[config.mk]
export PLATFORM = sky130hd
export DESIGN_NAME = mem_port_arbiter
export DESIGN_NICKNAME = d
export VERILOG_FILES = /design/src/rtl/mem_port_arbiter_pkg.sv /design/src/rtl/arb_perf_counter.sv /design/src/rtl/mem_port_arbiter.sv
export SDC_FILE = /design/constraint.sdc
export NUM_CORES = 1
export LEC_CHECK = 0
export BUFFER_PORTS_ARGS = -buffer_cell sky130_fd_sc_hd__buf_2
export CORE_AREA = 2 2 105 107
export DETAILED_ROUTE_END_ITERATION = 12
export DIE_AREA = 0 0 107 109
export PLACE_DENSITY_LB_ADDON = 0.25
export SYNTH_ARGS = -nofsm -noshare
export SYNTH_HDL_FRONTEND = slang
export SYNTH_SLANG_ARGS = --single-unit
[constraint.sdc]
create_clock -name clk -period 1.2 [get_ports clk]
set_clock_uncertainty 0.1 [all_clocks]
set_input_delay 0.06 -clock clk [delete_from_list [all_inputs] [get_ports clk]]
set_output_delay 0.06 -clock clk [all_outputs]
set_load 0.02 [all_outputs]
[src/rtl/mem_port_arbiter_pkg.sv]
// Shared constants and owner-FSM encoding for the unified SRAM port arbiter.
package mem_port_arbiter_pkg;

    localparam int ADDR_W_DEF = 32;
    localparam int DATA_W_DEF = 32;
    localparam int WEN_W      = 4;
    localparam int CNT_W      = 32;

    typedef enum logic [1:0] {
        ST_IDLE  = 2'd0,
        ST_RD_IF = 2'd1,
        ST_RD_DM = 2'd2
    } arb_state_e;

endpackage

[src/rtl/arb_perf_counter.sv]
// Free-running, wrapping count of fetch/data conflict cycles.
module arb_perf_counter #(
    parameter int W = 32
) (
    input  logic         clk,
    input  logic         rst,
    input  logic         inc,
    output logic [W-1:0] cnt
);

    always_ff @(posedge clk) begin
        if (rst) begin
            cnt <= '0;
        end else if (inc) begin
            cnt <= cnt + 1'b1;
        end
    end

endmodule

[src/rtl/mem_port_arbiter.sv]
// Arbitrates IF fetches and EX data accesses onto one SRAM port (data wins).
// Optional conflict counter enabled by defining MEM_ARB_PERF_CNT_EN.
//
// state    | meaning
// ---------+-----------------------------------------------------------
// ST_IDLE  | no read in flight; sram_rdata this cycle belongs to nobody
// ST_RD_IF | fetch read issued last cycle; sram_rdata is the instruction
// ST_RD_DM | data read issued last cycle; sram_rdata is the load data
module mem_port_arbiter
    import mem_port_arbiter_pkg::*;
#(
    parameter int ADDR_W = 32,
    parameter int DATA_W = 32
) (
    input  logic              clk,
    input  logic              rst,

    input  logic              if_req,
    input  logic [ADDR_W-1:0] if_addr,
    output logic [DATA_W-1:0] if_rdata,
    output logic              if_valid,

    input  logic              dm_en,
    input  logic [WEN_W-1:0]  dm_wen,
    input  logic [ADDR_W-1:0] dm_addr,
    input  logic [DATA_W-1:0] dm_wdata,
    output logic [DATA_W-1:0] dm_rdata,
    output logic              dm_valid,

    output logic              sram_en,
    output logic [WEN_W-1:0]  sram_wen,
    output logic [ADDR_W-1:0] sram_addr,
    output logic [DATA_W-1:0] sram_wdata,
    input  logic [DATA_W-1:0] sram_rdata,

    output logic              stallreq_for_mem
`ifdef MEM_ARB_PERF_CNT_EN
    ,
    output logic [CNT_W-1:0]  conflict_cnt
`endif
);

    arb_state_e        state_q, state_d;
    logic              grant_dm, grant_if;
    logic [DATA_W-1:0] if_rdata_q, dm_rdata_q;

    always_comb begin
        grant_dm         = dm_en && !rst;
        grant_if         = if_req && !dm_en && !rst;
        stallreq_for_mem = if_req && dm_en && !rst;
        sram_en          = 1'b0;
        sram_wen         = '0;
        sram_addr        = '0;
        sram_wdata       = '0;
        if (grant_dm) begin
            sram_en    = 1'b1;
            sram_wen   = dm_wen;
            sram_addr  = dm_addr;
            sram_wdata = dm_wdata;
        end else if (grant_if) begin
            sram_en    = 1'b1;
            sram_addr  = if_addr;
        end
    end

    always_ff @(posedge clk) begin
        if (rst) begin
            state_q    <= ST_IDLE;
            if_rdata_q <= '0;
            dm_rdata_q <= '0;
        end else begin
            state_q <= state_d;
            if (if_valid) if_rdata_q <= sram_rdata;
            if (dm_valid) dm_rdata_q <= sram_rdata;
        end
    end

    // Read data is forwarded straight from the SRAM in the return cycle and
    // held in the shadow register afterwards so a stalled stage can resample.
    always_comb begin
        state_d = ST_IDLE;
        if (grant_dm && (dm_wen == '0)) begin
            state_d = ST_RD_DM;
        end else if (grant_if) begin
            state_d = ST_RD_IF;
        end
        if_valid = (state_q == ST_RD_IF) && !rst;
        dm_valid = (state_q == ST_RD_DM) && !rst;
        if_rdata = rst ? '0 : (if_valid ? sram_rdata : if_rdata_q);
        dm_rdata = rst ? '0 : (dm_valid ? sram_rdata : dm_rdata_q);
    end

`ifdef MEM_ARB_PERF_CNT_EN
    arb_perf_counter #(.W(CNT_W)) u_perf_cnt (
        .clk (clk),
        .rst (rst),
        .inc (stallreq_for_mem),
        .cnt (conflict_cnt)
    );
`endif

endmodule

== Word-level counts from Yosys, hierarchy flattened ==
Index checks and enable logic that the tools add are counted.

* Bits in registers: 66
* Bits in latches: 0
* Bits in writable memories: 0
* Bits in read-only memories: 0
* Bits of input ports: 136
* Output and inout port bits: 136
* Word-level logic and storage cells: 30
* Memories: 0

* $add $sub $neg: 0
* Multipliers: 0
* Div/mod/pow operators: 0
* Order comparisons: 0
* Eq/ne operators: 2
* Shift operators: 0
* Mux-type cells: 12
* Bitwise operators: 0
* Reduce and logical (&&, ||, !) cells: 12

{| class="wikitable"
|+ Operator list
! cell !! number
|-
| $mux W32 || 7
|-
| $logic_and A1 B1 Y1 || 8
|-
| $logic_not A4 Y1 || 1
|-
| $mux W4 || 1
|-
| $mux W1 || 3
|-
| $eq A2 B1 Y1 const B || 1
|-
| $eq A2 B2 Y1 const B || 1
|-
| $logic_not A1 Y1 || 2
|-
| $mux W2 || 1
|-
| $reduce_or A2 Y1 || 1
|}

== Depth between registers and ports, before layout ==
Gate-level depths: netlist of run 1.

* Depth in word-level cells: 5
* Mapped depth: 5
* Gate-level depth less buffers: 2

== Least setup slack after synthesis of run 1 ==
OpenSTA, ideal clock, no wires.

* Kind: register to register
* Start point: reg state_q[0]
* End point: reg dm_rdata_q[10]
* Library setup time: 165 ps
* Arrival time: 1213 ps
* Required time: 935 ps
* Setup slack: -279 ps
* Cell stages (with the launch flop): 5
* Buffers on the path: 2
* Clock period less this slack: 1479 ps
* Path through: dfxtp_1 > nand2b_1 > buf_2 > buf_6 > mux2i_1

* Word-level cells in the longest chain between the ends: 4

{| class="wikitable"
|+ RTL lines
! element !! RTL line !! RTL
|-
| start, declared || mem_port_arbiter.sv:43 || <nowiki>arb_state_e state_q, state_d;</nowiki>
|-
| start signal, assigned || mem_port_arbiter.sv:72 || <nowiki>state_q <= state_d;</nowiki>
|-
| $eq A2 B2 Y1 || mem_port_arbiter.sv:88 || <nowiki>dm_valid = (state_q == ST_RD_DM) && !rst;</nowiki>
|-
| $logic_and A1 B1 Y1 || mem_port_arbiter.sv:88 ||
|-
| $mux W32 (2 in series) || - ||
|-
| via dm_rdata[10] || mem_port_arbiter.sv:27 || <nowiki>output logic [DATA_W-1:0] dm_rdata,</nowiki>
|-
| end signal, assigned || mem_port_arbiter.sv:74 || <nowiki>if (dm_valid) dm_rdata_q <= sram_rdata;</nowiki>
|-
| end, declared || mem_port_arbiter.sv:45 || <nowiki>logic [DATA_W-1:0] if_rdata_q, dm_rdata_q;</nowiki>
|}

The timed path passes the listed nets, and every way through them passes these cells.
A chain may end at the register's enable or synchronous reset.

== Worst setup path in the final report of run 1 ==
* Start point: reg state_q[0]
* End point: out if_rdata[10]

* Word-level cells in the longest chain between the ends: 4

{| class="wikitable"
|+ RTL lines
! element !! RTL line !! RTL
|-
| $eq A2 B1 Y1 || mem_port_arbiter.sv:87 || <nowiki>if_valid = (state_q == ST_RD_IF) && !rst;</nowiki>
|-
| $logic_and A1 B1 Y1 || mem_port_arbiter.sv:87 ||
|-
| $mux W32 (2 in series) || - ||
|-
| end, declared || mem_port_arbiter.sv:20 || <nowiki>output logic [DATA_W-1:0] if_rdata,</nowiki>
|}

Every way passes these cells.

==> results list, run 1 <==
- The tightest min-delay check is of the input pin to register type.
* Largest family of logic cells by synthesized area: simple AND/OR/NAND/NOR gates
* Int Pwr: 3.71 mW
* Data arrival time of the critical path: between 1.5 and 2 ns
* Antenna Violating Nets Remaining: 0
- For the pin with the worst max-slew slack, the measured transition is approximately 0.31 ns.
- Number of buffers created by CTS: 9
- After legalization and detailed placement, the total HPWL measured approximately 10000 um.
- Synthesis produced a netlist whose cell count is around 340.
* Top cells by area, synth: sky130_fd_sc_hd__dfxtp_1 (39%), sky130_fd_sc_hd__mux2i_1 (19%), sky130_fd_sc_hd__nand2b_1 (18%)
* Max transition margin: approximately four fifths
- Result of the run: finished, violations left
- Clock tree from TritonCTS: yes
- Sequential cell area: roughly 1300 um2
* Total number of vias: 3759
- Buf/Inv on CP: 3
* I/O Pins: roughly 270
- Share of the synthesized netlist area taken by xor and xnor gates: 0%
* Multiplexer share of the synthesized area: 18.8%
- Critical setup path kind: register to output pin
- Final estimated routing congestion in global placement: 0.876
* Logic gate share of total power: between 20% and 30%
* Clock net sink count: between 60 and 70
* Number of buffer cells added on primary ports: approximately 270
* Maximum buffer depth of the clock tree: 2
- Critical-path cell list: nor2b_4, buf_12, buf_12, mux2i_4, buf_6
- The final layout contains about 790 nets.
- In this run the mean area of a mapped cell was roughly 10 um2.
- Overall power consumption: 5.27 mW
- Counting stages on the worst path, the most repeated cell is sky130_fd_sc_hd__buf_12.
- Final hold analysis gives a worst-case slack of around 0.02 ns.
- The first global-routing pass estimated roughly 20000 um of wire.
- In this run the critical register-to-register path is launched from state_q[0]$_SDFF_PP0_.
- After Yosys synthesis, and, or, nand and nor cells account for around a quarter of the synthesized area.
- Clock share of power: a little under 30%
* Cell area after layout: 7030 um2
* Min-Delay Endpoint: if_rdata_q[20]$_DFF_P_
- Post-DR wirelength/cell: 17.8 um
- In this run the cell area of the synthesized design comes to between 3000 and 4000 um2.
- Sequential share of the synthesized area: around two fifths
* Adder-cell area share of the yosys netlist: 0%
- Total gr overflow: 0
- Routed vias/inst: about 4.7
* Final period util: 145%
* Post-synth top area cell: sky130_fd_sc_hd__dfxtp_1
- Pin count of the biggest net entering global routing: 60
* Hold Crit Depth: 3
* CP peak stage delay: about 0.35 ns
- # fillers: 850
- Of the cells placed in the final design, the portion with a size suffix greater than 1 is 63.8%.
* Startpoint Class: register
- Violations in the final reports: negative setup slack
* Largest fanout on the critical path: 7
* Maximum vdd drop: just under 600 uV
- Sequential Power Share: 42.7%
- Worst Path Required: about 1.0 ns
- The final number of max-transition violations came to 0.
- The number of different library cells used by synthesis comes to 14.
* Overall die area: between 10000 and 15000 um2
* Core area: approximately 11000 um2
* Clock root cell: sky130_fd_sc_hd__clkbuf_8
* Clock-pin slew on the worst setup and hold paths: approximately 0.070 ns
* YS warnings: 0
- Across every metal layer, demand over resource in global routing totals 22.3%.
* Depth of the worst register-to-register path: 6
- Area growth from synthesis to final layout: 107%
- Number of instances in the placed design: between 700 and 800
- In this run switching power makes up slightly below 30% of total power.
- The count of cells in the finished layout, fillers not included, comes to around 800.
- Unrepaired setup endpoints after global routing: yes
- Fraction of synthesized cell area taken by the top area cell type: between 30% and 40%
* Max Fclk: roughly 570 MHz
- For this run, the detailed router's first-pass iteration total came to 5.
- The endpoint identified for the worst register-to-register timing path is if_rdata_q[29]$_DFF_P_.
- After the first detailed-routing iteration, the DRC count stood at 193.
* Setup-violating endpoint count in the final report: roughly 110
- The H-tree generated during clock tree synthesis spans 3 levels.
* Dominant delay contributor by cell family on the critical path: buffers and inverters
* Master of the slowest instance on the critical path: sky130_fd_sc_hd__dfxtp_2
- Area occupied by multi-input gates: between 2000 and 3000 um2
- Post-Synthesis Net Count: approximately 480
- Maximum capacitance violations: 0
- Hold violation total from the final report: 0
- Total leakage power: between 3 and 4 nW
- Time the worst path needs with I/O delays and setup: 1.74 ns
* Fin Setup TNS: -35.77 ns
- Latest clock arrival within the worst-skew pair: ~0.33 ns
* Compound-gate portion of the synthesized area: 9.41%
* Vias in the first global route: about 3.6k
- For this run, design rule violations remaining after detail routing come to 0.
- Total number of placement rows: 38
- Nature of the critical path endpoint: output pin
- Initial Util: 32.1%
- Number of antenna violations at the first check in global routing: 1
- Worst setup slack after layout: -0.544 ns
- Areal power density over the cells: around 750 nW/um2
- Measured along the y axis, the die boundary spans 109 um.
- Synthesis inferred 66 register bits.
- The analysis attributes to net switching a power of 1.56 mW.
- The floorplan step set the die width to around 110 um.
- Across all register-to-register paths, the minimum setup slack is -0.23 ns.
* Post-place instance area: around 5700 um2
* Worst Min Path Start: sram_rdata[20]
- Total Routed Length: between 10000 and 15000 um
==> what timing repair did <==
action,in CTS,in global routing
hold buffers,4,0
pin swaps,0,1
buffers inserted,20,24
cloned,2,5
resized for setup,143,62
endpoints found under the setup margin,193,145
hold endpoints to repair,2,0
==> placed cells by master (no fill, tap or decap) <==
master / n
sky130_fd_sc_hd__buf_2: 188
sky130_fd_sc_hd__nand2b_1: 97
sky130_fd_sc_hd__buf_6: 85
sky130_fd_sc_hd__dfxtp_1: 64
sky130_fd_sc_hd__mux2i_4: 62
sky130_fd_sc_hd__buf_4: 41
sky130_fd_sc_hd__and2_1: 38
sky130_fd_sc_hd__a32o_1: 30
sky130_fd_sc_hd__buf_12: 12
sky130_fd_sc_hd__clkbuf_8: 9
sky130_fd_sc_hd__clkbuf_16: 5
sky130_fd_sc_hd__clkinv_2: 4
sky130_fd_sc_hd__dlygate4sd3_1: 4
sky130_fd_sc_hd__nor2_1: 3
sky130_fd_sc_hd__buf_16: 3
sky130_fd_sc_hd__nor2b_4: 2
sky130_fd_sc_hd__a32o_2: 2
sky130_fd_sc_hd__mux2i_2: 2
sky130_fd_sc_hd__clkbuf_1: 2
sky130_fd_sc_hd__dfxtp_2: 2
sky130_fd_sc_hd__diode_2: 1
sky130_fd_sc_hd__and2_4: 1
sky130_fd_sc_hd__inv_4: 1
sky130_fd_sc_hd__nor2b_2: 1
sky130_fd_sc_hd__nand2b_4: 1
sky130_fd_sc_hd__nor2_4: 1
sky130_fd_sc_hd__nor4_1: 1
==> logic make-up (layout without fill, tap and decap cells) <==
group | count (synthesis) | in the layout
flops | 66 | 66
buf+inv | 35 | 354
mux | 64 | 64
simple gates | 145 | 145
other cells | 0 | 1
compound gates | 32 | 32
==> cells in the mapped netlist, drive strengths merged <==
cell type,count
nand2b,98
mux2i,64
and2,39
a32o,32
dfxtp,66
inv,1
nor2b,3
clkbuf,9
nor2,4
nor4,1
buf,25
==> tightest hold or removal path: cells and delay by family <==
kind                   cells  cell delay (ns)
and+or+nand+nor            1             0.16
buffers and inverters      1             0.10
muxes                      1             0.10
==> power by group through the flow <==
stage / registers [mW] / clock network [mW] / logic, mW
floorplan: 2.30 / 0 / 0.771
global placement: 2.30 / 0 / 1.22
detailed placement: 2.30 / 0 / 1.24
CTS: 2.25 / 1.59 / 1.38
global route: 2.25 / 1.69 / 1.57
finish: 2.25 / 1.53 / 1.49
==> metrics by stage <==
stage	util, %	setup WS [ns]
after floorplan	-	-0.105
after global routing	66.3	-0.615
after global placement	53.7	-0.238
final	66.3	-0.544
after CTS	61.8	-0.587
after detailed placement	53.7	-0.298
==> worst max path at each step <==
| stage | startpoint | slack [ns] | cells after the start | end |
|---|---|---|---|---|
| floorplan | state_q[0]$_SDFF_PP0_ | -0.11 | 4 | if_rdata_q[10]$_DFF_P_ |
| global placement | state_q[1]$_SDFF_PP0_ | -0.24 | 4 | if_rdata[25] |
| detailed placement | state_q[1]$_SDFF_PP0_ | -0.30 | 4 | if_rdata[27] |
| CTS | state_q[0]$_SDFF_PP0_ | -0.59 | 5 | if_rdata[16] |
| global route | state_q[0]$_SDFF_PP0_ | -0.62 | 5 | if_rdata[16] |
| finish | state_q[0]$_SDFF_PP0_ | -0.54 | 5 | if_rdata[10] |
==> area by class of cell <==
cell class              count  share of cell area [%]
repair buffers            338                    38.3
multi-input cells         241                    38.1
flip-flops and latches     66                    18.8
well taps                 140                    2.49
clock buffers              11                    1.87
clock inverters             4                   0.285
inverters                   1                  0.0890
diodes                      1                  0.0356
==> metal layers <==
layer | track usage (%) | wire length [um]
met3 | 4.48 | 823
met2 | 41.4 | 7830
met1 | 25.5 | 5360
met4 | 7.70 | 250
met5 | 0 | 0
==> flip-flops by register name, summed over array words and instances, names as in the netlist <==
| signal | flops |
|---|---|
| if_rdata_q | 32 |
| dm_rdata_q | 32 |
| state_q | 2 |
No activity file was read; power rests on OpenSTA's default activity.
==> run 2: changes to the inputs <==
CTS_BUF_LIST = sky130_fd_sc_hd__clkbuf_8   (was default)
SLEW_MARGIN = 20   (was default)
==> results list, run 2 (synthesis results as in run 1) <==
- Unrepaired setup endpoints after global routing: yes
- For this run, design rule violations remaining after detail routing come to 0.
- Derived from the worst setup path, the maximum achievable clock frequency is between 500 and 600 MHz.
- Most frequent cell on the critical path: sky130_fd_sc_hd__buf_12
- After clock tree synthesis, the clock-pin slew on the worst setup and hold paths is approximately 0.070 ns.
- Across all register-to-register paths, the minimum setup slack is -0.23 ns.
* Vertical extent of the die: 109 um
- Maximum buffer depth of the clock tree: 2
* Clock net sink count: 66
* Master of the slowest instance on the critical path: sky130_fd_sc_hd__dfxtp_2
* Largest fanout on the critical path: 7
* Number of buffer cells added on primary ports: roughly 270
- Max transition margin: 79.2%
- Nature of the critical path endpoint: output pin
- Overall die area: 11700 um2
* Maximum vdd drop: approximately 590 uV
* Violations in the final reports: negative setup slack
- Transition at the pin with the smallest max-transition slack: 0.311 ns
- Buf/Inv on CP: 3
* Overall die width: 107 um
- Summing internal, switching and leakage power gives approximately 5.3 mW.
* Total Routed Length: between 10000 and 15000 um
- Routed vias/inst: approximately 4.7
- Wire length of the first global-routing pass: about 20000 um
- The post-route netlist has between 60% and 70% of its cells at a drive strength greater than 1.
- Final estimated routing congestion in global placement: about 0.88
* Result of the run: finished, violations left
- The HPWL after detailed placement is between 10000 and 15000 um.
- In the layout the commonest cells are sky130_fd_sc_hd__buf_2 (188), sky130_fd_sc_hd__nand2b_1 (97), sky130_fd_sc_hd__buf_6 (85).
- Antenna Violating Nets Remaining: 0
- The core region is 10600 um2.
- Pin count of the biggest net entering global routing: 60
- GRT Resource Usage Total: around 22%
- Startpoint Class: register
- CP peak stage delay: roughly 0.35 ns
* Worst Path Required: around 1.0 ns
- Cell area after layout: around 7000 um2
- The signal on the critical path passes through nor2b_4, buf_12, buf_12, mux2i_4, buf_6.
- Counting the buffers created by CTS gives 9.
* Total number of vias: between 3k and 4k
- Vias in the first global route: roughly 3.6k
- Worst setup slack after layout: -0.545 ns
* H-tree depth reported by CTS: 3
- The net count of the finished layout is 793.
- Final period util: 145%
* Post-DR wirelength/cell: 17.8 um
- Maximum capacitance violations: 0
* Setup-violating endpoint count in the final report: about 120
* Time the worst path needs with I/O delays and setup: around 1.7 ns
- Number of antenna violations at the first check in global routing: 1
- In the final layout, the registers with the most flip-flops are dm_rdata_q (32), if_rdata_q (32), state_q (2).
- The library cell used most frequently in the layout, excluding fill and tap cells, is sky130_fd_sc_hd__buf_2.
* Clock root cell: sky130_fd_sc_hd__clkbuf_8
- The pre-antenna-repair detailed-routing pass consisted of 7 iterations.
- Post-place instance area: roughly 5700 um2
* Areal power density over the cells: 747 nW/um2
- Total number of placement rows: 38
- Number of instances in the placed design: 735
- In this run, the number of DRC markers left after iteration 0 of detailed routing was 200.
- Dominant delay contributor by cell family on the critical path: buffers and inverters
* Utilization after layout: about 66%
* I/O Pins: approximately 270
* Latest clock arrival within the worst-skew pair: 0.33 ns
- The worst setup path is of the register to output pin kind.
- The final number of max-transition violations was 0.
- Number of standard cells in the layout, taps in and fillers out: approximately 800
- Hold violation total from the final report: 0
- Total leakage power: 3.13 nW
- Total gr overflow: 0
- The area growth from synthesis to layout is 107%.
* Data arrival time of the critical path: about 1.6 ns
- TritonCTS built the clock tree.
- Min Hold Slack: ~0.02 ns
- Initial Util: 32.1%
* Class of the most critical hold timing path: input pin to register
run 2: worst paths after layout:
kind / from / to / depth (start not counted)
worst min register to register: if_rdata_q[25]$_DFF_P_ / if_rdata_q[25]$_DFF_P_ / 2
worst max register to register: state_q[0]$_SDFF_PP0_ / if_rdata_q[29]$_DFF_P_ / 6
worst min-delay path: sram_rdata[20] / if_rdata_q[20]$_DFF_P_ / 3
worst max-delay path: state_q[0]$_SDFF_PP0_ / if_rdata[10] / 5
run 2: report_power, final:
group | switching (mW) | internal, mW | total (mW) | leakage [nW]
Combinational | 0.743 | 0.747 | 1.49 | 2.51
Sequential | 0.0142 | 2.24 | 2.25 | 0.535
Clock | 0.805 | 0.707 | 1.51 | 0.0910
run 2: final cells by class:
class / count / area [um2]
fill: 850 / 3570
inverter: 1 / 6.26
clock buffer: 9 / 124
tap: 140 / 175
clock inverter: 6 / 27.5
antenna: 1 / 2.50
timing repair buffer: 338 / 2690
multi-input combinational: 241 / 2680
sequential: 66 / 1320
run 2: worst register-to-register path, cell delays in order, from the launching register on:
cell,delay [ns]
sky130_fd_sc_hd__dfxtp_2,0.35
sky130_fd_sc_hd__nor2b_4,0.18
sky130_fd_sc_hd__buf_12,0.15
sky130_fd_sc_hd__buf_16,0.15
sky130_fd_sc_hd__mux2i_4,0.27
sky130_fd_sc_hd__buf_6,0.12
sky130_fd_sc_hd__buf_6,0.07
run 2: per-layer routing:
metal  GRT usage, %  up-vias  part of all wire (%)
met5              0        -                     0
met4           7.70        0                   1.8
met3           4.48       17                   5.8
met2           41.4      156                    55
met1           25.5     1776                    37
li1               -     1811                     -
run 2: what timing repair did:
item / 4_1_cts / 5_1_grt
resized for setup: 143 / 62
endpoints found under the hold margin: 2 / 0
gates cloned: 2 / 5
pin swaps: 0 / 1
hold buffers: 4 / 0
setup endpoints to repair: 193 / 145
setup buffers: 20 / 24
run 2: stage by stage:
stage | setup slack (ns) | TNS, ns
after floorplan | -0.105 | -8.00
after global placement | -0.238 | -13.35
after detailed placement | -0.298 | -19.38
after CTS | -0.587 | -37.80
after global routing | -0.615 | -43.58
final | -0.545 | -35.77
==> run 3: changes to the inputs <==
RECOVER_POWER = 25   (was default)
==> results list, run 3 (synthesis results as in run 1) <==
- Number of buffer cells added on primary ports: 271
* Initial Util: between 30% and 40%
- Power comes to around 5.2 mW.
- In this run, CTS created clock tree buffers numbering 9.
- The largest registers in the layout are dm_rdata_q (32), if_rdata_q (32), state_q (2).
- Cell area after layout: around 7000 um2
- For the worst-skew pair, the clock arrives at the later sink with an insertion delay of around 0.33 ns.
* Antenna Violating Nets Remaining: 0
- The number of failing hold endpoints at the final stage was 0.
- Area growth from synthesis to final layout: 106%
- For this run, the post-layout net count is 793.
- Max transition margin: between 50 and 60%
* Cell count along the critical path: 5
- Critical setup path kind: register to output pin
- Summed over all layers, the global routing overflow is 0.
* Max Fclk: 573 MHz
- Once detailed placement completed, the half-perimeter wirelength came to between 10000 and 15000 um.
* Critical-path cell list: nor2b_4, buf_12, buf_12, mux2i_4, buf_6
- Dominant delay contributor by cell family on the critical path: buffers and inverters
* Most common cell after layout, fill and taps aside: sky130_fd_sc_hd__buf_2
- Across all layers, the routed design uses about 3.8k vias.
- Total Routed Length: 14300 um
- Result of the run: finished, violations left
- Total number of placement rows: 38
- I/O Pins: 272
- Reg2Reg Launch Point: state_q[0]$_SDFF_PP0_
- TritonCTS built the clock tree.
* Maximum capacitance violations: 0
* Nature of the critical path endpoint: output pin
- In the final layout, the share of cells above drive strength 1 is 63.7%.
* Number of instances in the placed design: 735
- In this design, the critical path's most frequently occurring cell is sky130_fd_sc_hd__buf_12.
* Worst setup slack after layout: -0.545 ns
* Register-to-Register Setup Slack: -0.23 ns
- The die covers around 12000 um2.
- The worst hold path belongs to the class input pin to register.
- Setup repair after global routing could not meet its margin everywhere.
- At the end of the flow the core is filled with cells to between 60 and 70%.
- Core area: between 10000 and 15000 um2
* GRT Resource Usage Total: between 20% and 30%
- Pre-CTS setup slack: -0.298 ns
- The slowest stage of the critical path is the sky130_fd_sc_hd__dfxtp_2 cell.
- Transition at the pin with the smallest max-transition slack: roughly 0.63 ns
- The initial antenna violation count is 1.
- Final estimated routing congestion in global placement: roughly 0.88
- Wire length of the first global-routing pass: just under 20000 um
- Entering global routing, the biggest net connects 60 pins.
- Worst Min Path Start: sram_rdata[20]
- The worst setup path is launched from a register.
* Total leakage power: between 3 and 4 nW
- Min Hold Slack: just under 0.02 ns
* Clock net sink count: 66
- Vertical extent of the die: around 110 um
* DRC violations left: 0
- The number of global-route vias before repair is 3637.
* H-tree depth reported by CTS: 3
- Worst Path Required: 1.04 ns
- Setup-violating endpoint count in the final report: ~150
- The final reports fail on negative setup slack.
* Depth of the worst register-to-register path: 6
- For this design the ratio of total power to cell area is approximately 750 nW/um2.
* Routed vias/inst: between 4 and 5
- End of the worst register-to-register path: if_rdata_q[29]$_DFF_P_
* Number of standard cells in the layout, taps in and fillers out: approximately 800
- In the layout the commonest cells are sky130_fd_sc_hd__buf_2 (188), sky130_fd_sc_hd__nand2b_1 (97), sky130_fd_sc_hd__buf_6 (85).
- Post-DR wirelength/cell: between 15 and 20 um
- From left edge to right edge, the die measures 107 um.
* CP peak stage delay: 0.35 ns
* Max Transition Viols Final: 0
- Setup total negative slack on the finished layout was measured at -42.88 ns.
- The path with the worst hold slack has its endpoint at if_rdata_q[20]$_DFF_P_.
* Final period util: 145%
- CTS placed an instance of sky130_fd_sc_hd__clkbuf_8 at the clock tree root.
- Maximum vdd drop: ~590 uV
* Largest fanout on the critical path: 7
- Number of iterations in the first detailed-routing pass: 4
- Data arrives at the worst endpoint at around 1.6 ns.
- Buf/Inv on CP: 3
* Time the worst path needs with I/O delays and setup: around 1.7 ns
- Summing all placed instances gives a cell area of about 5700 um2.
- Along the worst hold path, the cell count comes to 3.
* Clock-pin slew on the worst setup and hold paths: 0.07 ns
* Maximum buffer depth of the clock tree: 2
* Iteration-0 DRC count of the detailed router: about 210
-- run 3: changes by cell type in the layout (fill, tap and decap cells not counted), sizes merged --
cell    delta
buf        -4
clkbuf     +4
-- run 3: how the worst max path moves through the flow --
| stage | startpoint | slack, ns | to |
|---|---|---|---|
| after global routing | state_q[0]$_SDFF_PP0_ | -0.62 | if_rdata[16] |
| after detailed placement | state_q[1]$_SDFF_PP0_ | -0.30 | if_rdata[27] |
| after floorplan | state_q[0]$_SDFF_PP0_ | -0.11 | if_rdata_q[10]$_DFF_P_ |
| final | state_q[0]$_SDFF_PP0_ | -0.54 | if_rdata[10] |
| after CTS | state_q[0]$_SDFF_PP0_ | -0.59 | if_rdata[16] |
| after global placement | state_q[1]$_SDFF_PP0_ | -0.24 | if_rdata[25] |
-- run 3: cell type report --
| class | instances | area (um2) |
|---|---|---|
| Fill cell | 851 | 3590 |
| Multi-Input combinational cell | 241 | 2680 |
| Timing Repair Buffer | 338 | 2680 |
| Sequential cell | 66 | 1320 |
| Tap cell | 140 | 175 |
| Clock buffer | 9 | 124 |
| Clock inverter | 6 | 27.5 |
| Inverter | 1 | 6.26 |
| Antenna cell | 1 | 2.50 |
-- run 3: where the power goes --
group          internal [mW]  switching, mW
registers               2.24         0.0142
clock network          0.707          0.805
logic                  0.739          0.740
total                   3.68           1.56
-- run 3: timing repair --
item                                    in CTS  in global routing
gates cloned                                 2                  5
hold buffers                                 4                  0
pin swaps                                    0                  1
hold endpoints to repair                     2                  0
resized for setup                          143                 62
endpoints found under the setup margin     193                145
setup buffers                               20                 24
-- run 3: tightest hold or removal path: stages --
cell and delay, ns:
sky130_fd_sc_hd__buf_2 0.10, sky130_fd_sc_hd__nand2b_1 0.16, sky130_fd_sc_hd__mux2i_4 0.10
-- run 3: layer usage --
metal | share of wire, % | track usage, % | routed length (um) | up-vias
met4 | 1.6 | 7.70 | 223 | 0
li1 | - | - | - | 1809
met2 | 55 | 41.4 | 7840 | 152
met5 | 0 | 0 | 0 | -
met3 | 5.5 | 4.48 | 787 | 15
met1 | 38 | 25.5 | 5410 | 1777
